**src/rtl/operand2_fetch_pkg.sv**
```systemverilog
// Shared definitions for the operand-2 front end: barrel_sel codes, FSM states, instruction field positions.
// Latency: n/a (types, constants and a helper function only).
// Backpressure: n/a.
package operand2_fetch_pkg;

  localparam int DATA_W = 32;
  localparam int ADDR_W = 4;

  // Bit positions inside a data-processing instruction word
  localparam int I_BIT          = 25;
  localparam int RM_LSB         = 0;
  localparam int RS_LSB         = 8;
  localparam int SHIFT_IMM_LSB  = 7;
  localparam int SHIFT_IMM_W    = 5;
  localparam int ROT_IMM_LSB    = 8;
  localparam int ROT_IMM_W      = 4;
  localparam int IMM8_LSB       = 0;
  localparam int SHIFT_TYPE_LSB = 5;
  localparam int REG_SHIFT_BIT  = 4;
  localparam int OP2_W          = 12;

  typedef enum logic [3:0] {
    LSLIMM = 4'b0000,
    LSLREG = 4'b0001,
    LSRIMM = 4'b0010,
    LSRREG = 4'b0011,
    ASRIMM = 4'b0100,
    ASRREG = 4'b0101,
    RORIMM = 4'b0110,
    RORREG = 4'b0111
  } barrel_sel_e;

  typedef enum logic [2:0] {
    ST_IDLE   = 3'd0,
    ST_RM_REQ = 3'd1,
    ST_RS_REQ = 3'd2,
    ST_RS_CAP = 3'd3,
    ST_RM_CAP = 3'd4,
    ST_OUT    = 3'd5
  } state_e;

  // Only the I bit and the 12-bit shifter-operand field matter to this block
  typedef struct packed {
    logic             imm;
    logic [OP2_W-1:0] op2;
  } op2_instr_t;

  // 8-bit immediates rotate right by twice the 4-bit rotate field
  function automatic logic [DATA_W-1:0] rotate_amount(input logic [ROT_IMM_W-1:0] rot);
    return {{(DATA_W-ROT_IMM_W-1){1'b0}}, rot, 1'b0};
  endfunction

endpackage

```
**src/rtl/operand2_decode.sv**
```systemverilog
// Combinational decode of the shifter-operand field into barrel_sel, immediate operands and register addresses.
// Latency: 0 cycles (pure combinational).
// Backpressure: none; outputs follow the input field directly.
//
// Ports:
//   fields        in  : I bit and shifter-operand field of the instruction
//   barrel_sel    out : shift-mode encoding
//   imm_shiftee   out : zero-extended 8-bit immediate
//   imm_shifter   out : rotate amount for the immediate form (0 selects plain LSL #0)
//   shift_imm_amt out : zero-extended 5-bit shift_imm for the register/immediate-shift form
//   rm_addr       out : Rm register address
//   rs_addr       out : Rs register address
//   is_imm        out : immediate form
//   is_reg_shift  out : register form with shift amount taken from Rs
module operand2_decode
  import operand2_fetch_pkg::*;
(
  input  logic [$bits(op2_instr_t)-1:0] fields,
  output logic [3:0]                    barrel_sel,
  output logic [DATA_W-1:0]             imm_shiftee,
  output logic [DATA_W-1:0]             imm_shifter,
  output logic [DATA_W-1:0]             shift_imm_amt,
  output logic [ADDR_W-1:0]             rm_addr,
  output logic [ADDR_W-1:0]             rs_addr,
  output logic                          is_imm,
  output logic                          is_reg_shift
);

  op2_instr_t          f;
  logic [ROT_IMM_W-1:0] rot;

  assign f   = op2_instr_t'(fields);
  assign rot = f.op2[ROT_IMM_LSB +: ROT_IMM_W];

  always_comb begin
    is_imm        = f.imm;
    is_reg_shift  = !f.imm && f.op2[REG_SHIFT_BIT];
    rm_addr       = f.op2[RM_LSB +: ADDR_W];
    rs_addr       = f.op2[RS_LSB +: ADDR_W];
    imm_shiftee   = {{(DATA_W-8){1'b0}}, f.op2[IMM8_LSB +: 8]};
    shift_imm_amt = {{(DATA_W-SHIFT_IMM_W){1'b0}}, f.op2[SHIFT_IMM_LSB +: SHIFT_IMM_W]};
    barrel_sel    = LSLIMM;
    imm_shifter   = '0;

    if (f.imm) begin
      // A zero rotate must go out as LSL #0: RORIMM with amount 0 means RRX downstream
      if (rot != '0) begin
        barrel_sel  = RORIMM;
        imm_shifter = rotate_amount(rot);
      end
    end else begin
      barrel_sel = {1'b0, f.op2[SHIFT_TYPE_LSB +: 2], f.op2[REG_SHIFT_BIT]};
    end
  end

endmodule

```
**src/rtl/operand2_fetch.sv**
```systemverilog
// Fetches operand 2 for a data-processing instruction: decodes the shifter operand and reads Rm/Rs via one RF port.
// Latency: accept->op_valid 1 cycle (immediate), 3 (Rm, immediate shift), 4 (Rm and Rs, register shift).
// Backpressure: one instruction in flight; instr_ready only in IDLE; bundle held in OUT until op_ready.
//
// Ports:
//   clk, reset                        : clock, async active-high reset
//   instr_valid/instr_ready/instr     : instruction input handshake
//   flush                             : abandon the in-flight operation (returns to IDLE next cycle)
//   rf_rd_en/rf_rd_addr/rf_rd_data    : synchronous register-file read port (data one cycle after strobe)
//   op_valid/op_ready                 : operand bundle handshake
//   barrel_sel/shiftee/shifter        : operand bundle to the barrel shifter
module operand2_fetch
  import operand2_fetch_pkg::*;
(
  input  logic              clk,
  input  logic              reset,
  input  logic              instr_valid,
  output logic              instr_ready,
  input  logic [31:0]       instr,
  input  logic              flush,
  output logic              rf_rd_en,
  output logic [3:0]        rf_rd_addr,
  input  logic [31:0]       rf_rd_data,
  output logic              op_valid,
  input  logic              op_ready,
  output logic [3:0]        barrel_sel,
  output logic [31:0]       shiftee,
  output logic [31:0]       shifter
);

  state_e     state_q, state_d;
  op2_instr_t instr_fields;
  op2_instr_t instr_q;
  op2_instr_t dec_in;

  logic [3:0]        dec_barrel_sel;
  logic [DATA_W-1:0] dec_imm_shiftee;
  logic [DATA_W-1:0] dec_imm_shifter;
  logic [DATA_W-1:0] dec_shift_imm_amt;
  logic [ADDR_W-1:0] dec_rm_addr;
  logic [ADDR_W-1:0] dec_rs_addr;
  logic              dec_is_imm;
  logic              dec_is_reg_shift;

  logic accept;
  logic handshake;
  logic unused_instr_bits;

  assign instr_fields      = '{imm: instr[I_BIT], op2: instr[OP2_W-1:0]};
  assign unused_instr_bits = ^{instr[31:I_BIT+1], instr[I_BIT-1:OP2_W]};

  // In IDLE the decoder looks at the incoming word so the immediate form can
  // be loaded on the accept edge; afterwards it looks at the latched copy.
  assign dec_in = (state_q == ST_IDLE) ? instr_fields : instr_q;

  operand2_decode u_decode (
    .fields        (dec_in),
    .barrel_sel    (dec_barrel_sel),
    .imm_shiftee   (dec_imm_shiftee),
    .imm_shifter   (dec_imm_shifter),
    .shift_imm_amt (dec_shift_imm_amt),
    .rm_addr       (dec_rm_addr),
    .rs_addr       (dec_rs_addr),
    .is_imm        (dec_is_imm),
    .is_reg_shift  (dec_is_reg_shift)
  );

  assign instr_ready = (state_q == ST_IDLE) && !flush;
  assign accept      = instr_valid && instr_ready;
  assign op_valid    = (state_q == ST_OUT);
  assign handshake   = op_valid && op_ready;

  always_comb begin
    state_d    = state_q;
    rf_rd_en   = 1'b0;
    rf_rd_addr = '0;

    case (state_q)
      ST_IDLE: begin
        if (accept) state_d = dec_is_imm ? ST_OUT : ST_RM_REQ;
      end
      ST_RM_REQ: begin
        rf_rd_en   = 1'b1;
        rf_rd_addr = dec_rm_addr;
        state_d    = dec_is_reg_shift ? ST_RS_REQ : ST_RM_CAP;
      end
      ST_RS_REQ: begin
        rf_rd_en   = 1'b1;
        rf_rd_addr = dec_rs_addr;
        state_d    = ST_RS_CAP;
      end
      ST_RS_CAP: state_d = ST_OUT;
      ST_RM_CAP: state_d = ST_OUT;
      ST_OUT: begin
        if (handshake) state_d = ST_IDLE;
      end
      default: state_d = ST_IDLE;
    endcase

    // A handshake in the same cycle still completes: op_valid and op_ready
    // are both high this cycle, and IDLE is where it was going anyway.
    if (flush) state_d = ST_IDLE;
  end

  always_ff @(posedge clk or posedge reset) begin
    if (reset) begin
      state_q    <= ST_IDLE;
      instr_q    <= '0;
      barrel_sel <= '0;
      shiftee    <= '0;
      shifter    <= '0;
    end else begin
      state_q <= state_d;

      if (accept) begin
        instr_q    <= instr_fields;
        barrel_sel <= dec_barrel_sel;
        if (dec_is_imm) begin
          shiftee <= dec_imm_shiftee;
          shifter <= dec_imm_shifter;
        end
      end

      // Read data lands the cycle after the strobe, so each capture state
      // sits one state behind the corresponding request. Flush suppresses it.
      if (!flush) begin
        case (state_q)
          ST_RM_CAP: begin
            shiftee <= rf_rd_data;
            shifter <= dec_shift_imm_amt;
          end
          ST_RS_REQ: shiftee <= rf_rd_data;
          ST_RS_CAP: shifter <= rf_rd_data;
          default: ;
        endcase
      end
    end
  end

endmodule

```
**config.mk**
```make
export PLATFORM = sky130hd
export DESIGN_NAME = operand2_fetch
export DESIGN_NICKNAME = d
export VERILOG_FILES = /design/src/rtl/operand2_fetch_pkg.sv /design/src/rtl/operand2_decode.sv /design/src/rtl/operand2_fetch.sv
export SDC_FILE = /design/constraint.sdc
export NUM_CORES = 1
export LEC_CHECK = 0
export ABC_CLOCK_PERIOD_IN_PS = 4250
export CORE_MARGIN = 2
export CORE_UTILIZATION = 45
export CTS_BUF_LIST = sky130_fd_sc_hd__clkbuf_8 sky130_fd_sc_hd__clkbuf_16
export CTS_CLUSTER_SIZE = 28
export DETAILED_ROUTE_END_ITERATION = 16
export PLACE_DENSITY = 0.91
export SLEW_MARGIN = 20
export SYNTH_ARGS = -nofsm -noshare
export SYNTH_HDL_FRONTEND = slang
export SYNTH_SLANG_ARGS = --single-unit
```
**constraint.sdc**
```tcl
create_clock -name clk -period 4.25 [get_ports clk]
set_clock_uncertainty 0.15 [all_clocks]
set_input_delay 0.85 -clock clk [delete_from_list [all_inputs] [get_ports clk]]
set_output_delay 0.85 -clock clk [all_outputs]
set_load 0.02 [all_outputs]
```
# After elaboration in Yosys (flattened, before gate mapping)
# Cells that the tools add are included.
# word_totals
reg_bits	84
in_bits	69
out_inout_bits	75
wordCells	45
# classes
eq_ne	7
muxes	20
n_reduce_logical	12
# ops
operator	n
two-way mux 32 bit	7
one-hot mux 32 bit (2 select lines)	1
two-way mux 3 bit	7
one-hot mux 3 bit (5 select lines)	1
two-way mux 13 bit	1
one-hot mux 4 bit (2 select lines)	1
== test 3 x 2 -> 1 bit (second input constant)	2
== test 3 bit (second input constant)	2
OR reduction 2 bit	3
two-way mux 5 bit	1
logical AND 1 bit	4
nonzero test 4 bit	1
== test 3 x 1 -> 1 bit (second input constant)	1
zero test 3 bit	1
inequality test 3 x 2 -> 1 bit (second input constant)	1
inequality test 3 bit (second input constant)	1
zero test 1 bit	2
AND reduction 2 bit	1
two-way mux 1 bit	1

# Logic depth before layout (Yosys ltp)
# logic_depth
depth_word	8
ltp_mapped	6

# Hierarchy
# A second synthesis with hierarchy kept.
# hier_totals
hier_cells	527
area_unflattened_um2	4958.5
# modules_own_cells
mod	cells_per_inst	area_each_um2	instances	seq_area_each_um2
operand2_fetch	412	4097.7	1	2102.0
operand2_decode	115	860.8	1	0.0

# Least setup slack after synthesis
# OpenSTA, ideal clock, no wires.
# synth_timing
path_kind	input-to-reg
startpoint	input port flush
endpoint	register shiftee[0]
t_required_ps	3968
cell_stages	6
n_path_buf	2
arrival_ps	2127
setup_ps	132
slack_ps	1841
cell_sequence	nor4_2 -> and3_1 -> buf_4 -> buf_6 -> mux2i_1 -> o21ai_1
# synth_between
elab_chain_cells	6
# synth_lines
item	line_no	text
start: declaration	operand2_fetch.sv:20	input logic flush,
zero test 1 bit	-	
logical AND 1 bit	operand2_fetch.sv:68	assign instr_ready = (state_q == ST_IDLE) && !flush;
logical AND 1 bit	operand2_fetch.sv:69	assign accept = instr_valid && instr_ready;
two-way mux 32 bit	operand2_fetch.sv:115	if (accept) begin
two-way mux 32 bit	operand2_fetch.sv:127	case (state_q)
two-way mux 32 bit *	operand2_fetch.sv:126	if (!flush) begin
end signal: assignment	operand2_fetch.sv:119	shiftee <= dec_imm_shiftee;
end signal: assignment	operand2_fetch.sv:129	shiftee <= rf_rd_data;
end signal: assignment	operand2_fetch.sv:132	ST_RS_REQ: shiftee <= rf_rd_data;
end: declaration	operand2_fetch.sv:27	output logic [31:0] shiftee,
# Every way passes the cells marked *; elsewhere a longest branch is shown, timed or not.
# A chain may end at the register's enable or synchronous reset.

# Worst setup path in the final report
# layout_timing
startpoint	input port flush
endpoint	output port instr_ready
# layout_between
elab_chain_cells	2
# layout_lines
item	line_no	text
zero test 1 bit	-	
logical AND 1 bit	operand2_fetch.sv:68	
end: declaration	operand2_fetch.sv:18	output logic instr_ready,
# No other way between the ends.

==> impl_metrics.ini <==
[placed_design]
placed_area_sq_um = 4640
port_buffers = 123
hpwl_um = 6320
place.gp.congestion = 0.915

[timing]
timing.final.crit_period_ns = 3.42
tns_ns = 0
setup_viol = 0
clock.fmax_mhz = 293
hold_violations = 0
min_period_over_period_pct = 80.4
slew-limit-headroom_pct = 36.2
finalMaxSlewViolations = 0
rsz0062_at_grt = no
tightest_slew_ns = 0.956

[critical_path]
path_class = input pin to output port
worstPathRequired_ns = 3.25
r2r_start = state_q[1]
startpoint = flush
crit_path_end_kind = output port
r2r_cells = 5
reg2reg_to = shifter[3]
cp_max_fo = 8
critPathArrivalTime_ns = 2.42
r2r_slack_ns = 1.79
crit_path_start_kind = input pin

[yosys]
async_reset_ff_share_pct = 100
synth-seq-area-share_pct = 60.4
synth_area_leaders = dfrtp_1, a22o_1, mux2i_1
syn_inst = 274
ys_types = 42
synth-edff-count = 0
synth_area_leader_cell = dfrtp_1
synthesis.area_sq_um = 3360
synth_top_area_share_pct = 60.4
synth_nets = 343
synth-seq-cells = 81
syn_area_per_cell_sq_um = 12.2
synth_top_flop_cell = dfrtp_1
ys_warn_count = 0

[cts]
ctsHoldBuffers = 0
numCtsBuffers = 9
cts_tree = done
cts.repair.resized = 0
path_clk_slew_ns = 0.09
clock_path_buffers = 2
cts-root-buf = clkbuf_8
insertion_delay_ns = 0.33
clock_sinks = 81
postCtsSetupRepairBufs = 0
h-tree-depth = 3

[global_routing]
use_met2_pct = 37.5
grtUsageTotal_pct = 22.7
antenna_found_initial = 0
grt_pass1_wl_um = 14900
overflow = 0
grt_pass1_vias = 2854
grt_max_degree = 58
grt_most_used_layer = met2
use_met1_pct = 30.7
globalRouteMet3Util_pct = 4.59

[finish]
final_cell_mix = clkdlybuf4s50_1, dfrtp_1, a22o_1, nand2_1
diodes = 0
final_common_cell = clkdlybuf4s50_1
multiInputGateArea_sq_um = 1200
finalNetCount = 462
areaGrowthSynthToFinish_pct = 44.3
seqCellArea_sq_um = 2030
fill_cells = 552
layout-drive-gt1-share_pct = 9.05
final_area_sq_um = 4840

[pwr]
leakage_nw = 2.10
pwr_density_cell_nw_per_um2 = 574
p_int_mw = 1.81
power.switching_mw = 0.971
clkPwrFrac_pct = 20.5
seqPwrFrac_pct = 41.2
combinationalPowerShare_pct = 38.3
vdd_drop_max_mv = 0.306
p_sw_share_pct = 34.9

[worst_hold_path]
holdPathEnd = instr_q[3]
min-delay-start = instr_q[3]
whs_path_depth = 2
hold_path.class = flop to flop

[route]
drc = 0
routed_wirelength_um = 9050
vias = 2773
dr.first_iter.drc_count = 167
antenna_left = 0
wl_per_cell_um = 18.2
firstDrtPassIters = 4
vias_per_cell = 5.58

[floorplanning]
coreArea_sq_um = 7250
dieArea_sq_um = 8160
initial_core_util_pct = 46.3
fp.dieW_um = 90.4
ios = 144
rows = 31
die_height_um = 90.4

[outcome]
status = complete, no violations

[job]
maxCapViolations = 0
## stage by stage
stage,setup slack [ns],hold WS [ns],cells,util [%],power (mW)
6_report,0.835,0.346,497,66.7,2.78
5_1_grt,0.731,0.357,497,66.7,2.91
4_1_cts,0.833,0.345,497,66.7,2.79
3_5_place_dp,0.842,0.321,481,64.0,2.22
3_3_place_gp,0.873,0.304,481,64.0,2.19
2_1_floorplan,1.17,0.293,274,-,1.68
## cells in the mapped netlist (2+ instances only)
library cell	instances
a21o_1	2
a21oi_1	7
a22o_1	52
a22oi_1	7
and3_1	2
buf_2	8
buf_4	3
buf_6	3
clkbuf_1	7
dfrtp_1	81
inv_1	3
mux2_2	6
mux2i_1	11
nand2_1	27
nand3_1	2
nor2_1	11
nor2b_1	2
nor3_1	2
nor3b_1	2
nor4_2	2
o21a_1	2
o21ai_0	4
o21ai_1	8
or3b_1	2
## state kept, by name, summed over array words and instances (netlist names)
| signal | flops |
|---|---|
| barrel_sel | 3 |
| instr_q | 11 |
| shiftee | 32 |
| shifter | 32 |
| state_q | 3 |
## worst max-delay path, cell delays in order
cell and delay [ns]:
clkdlybuf4s50_1 0.58, nor4_2 0.32, clkdlybuf4s50_1 0.67
## cell type report
type	instances	area share, %
flip-flops and latches	81	41.9
repair buffers	129	26.4
multi-input cells	169	24.8
clock buffers	9	2.56
well taps	99	2.56
clock inverters	7	1.60
inverters	3	0.258
## per-layer routing
metal	wire length [um]	vias to the layer above
li1	-	1241
met2	4430	131
met1	3920	1393
met3	621	8
met4	85	0
met5	0	-
## power groups by stage
stage	sequential, mW	clock, mW	combinational, mW
after floorplan	1.34	0	0.338
after global placement	1.14	0	1.05
after detailed placement	1.15	0	1.07
after CTS	1.14	0.578	1.07
after global routing	1.17	0.608	1.13
final	1.14	0.568	1.06
## worst max path at each step
stage                     slack (ns)             to  cells after the start
after floorplan                 1.17  barrel_sel[0]                      1
after global placement          0.87    instr_ready                      3
after detailed placement        0.84    instr_ready                      3
after CTS                       0.83    instr_ready                      3
after global routing            0.73    instr_ready                      3
final                           0.83    instr_ready                      3
## logic make-up after synthesis
group           share of synthesized area [%]
compound gates                           20.5
xor+xnor                                0.261
buf+inv                                  3.99
flops                                    60.4
mux                                      5.29
other cells                             0.112
simple gates                             9.40
(Power assumes the default switching activity.)
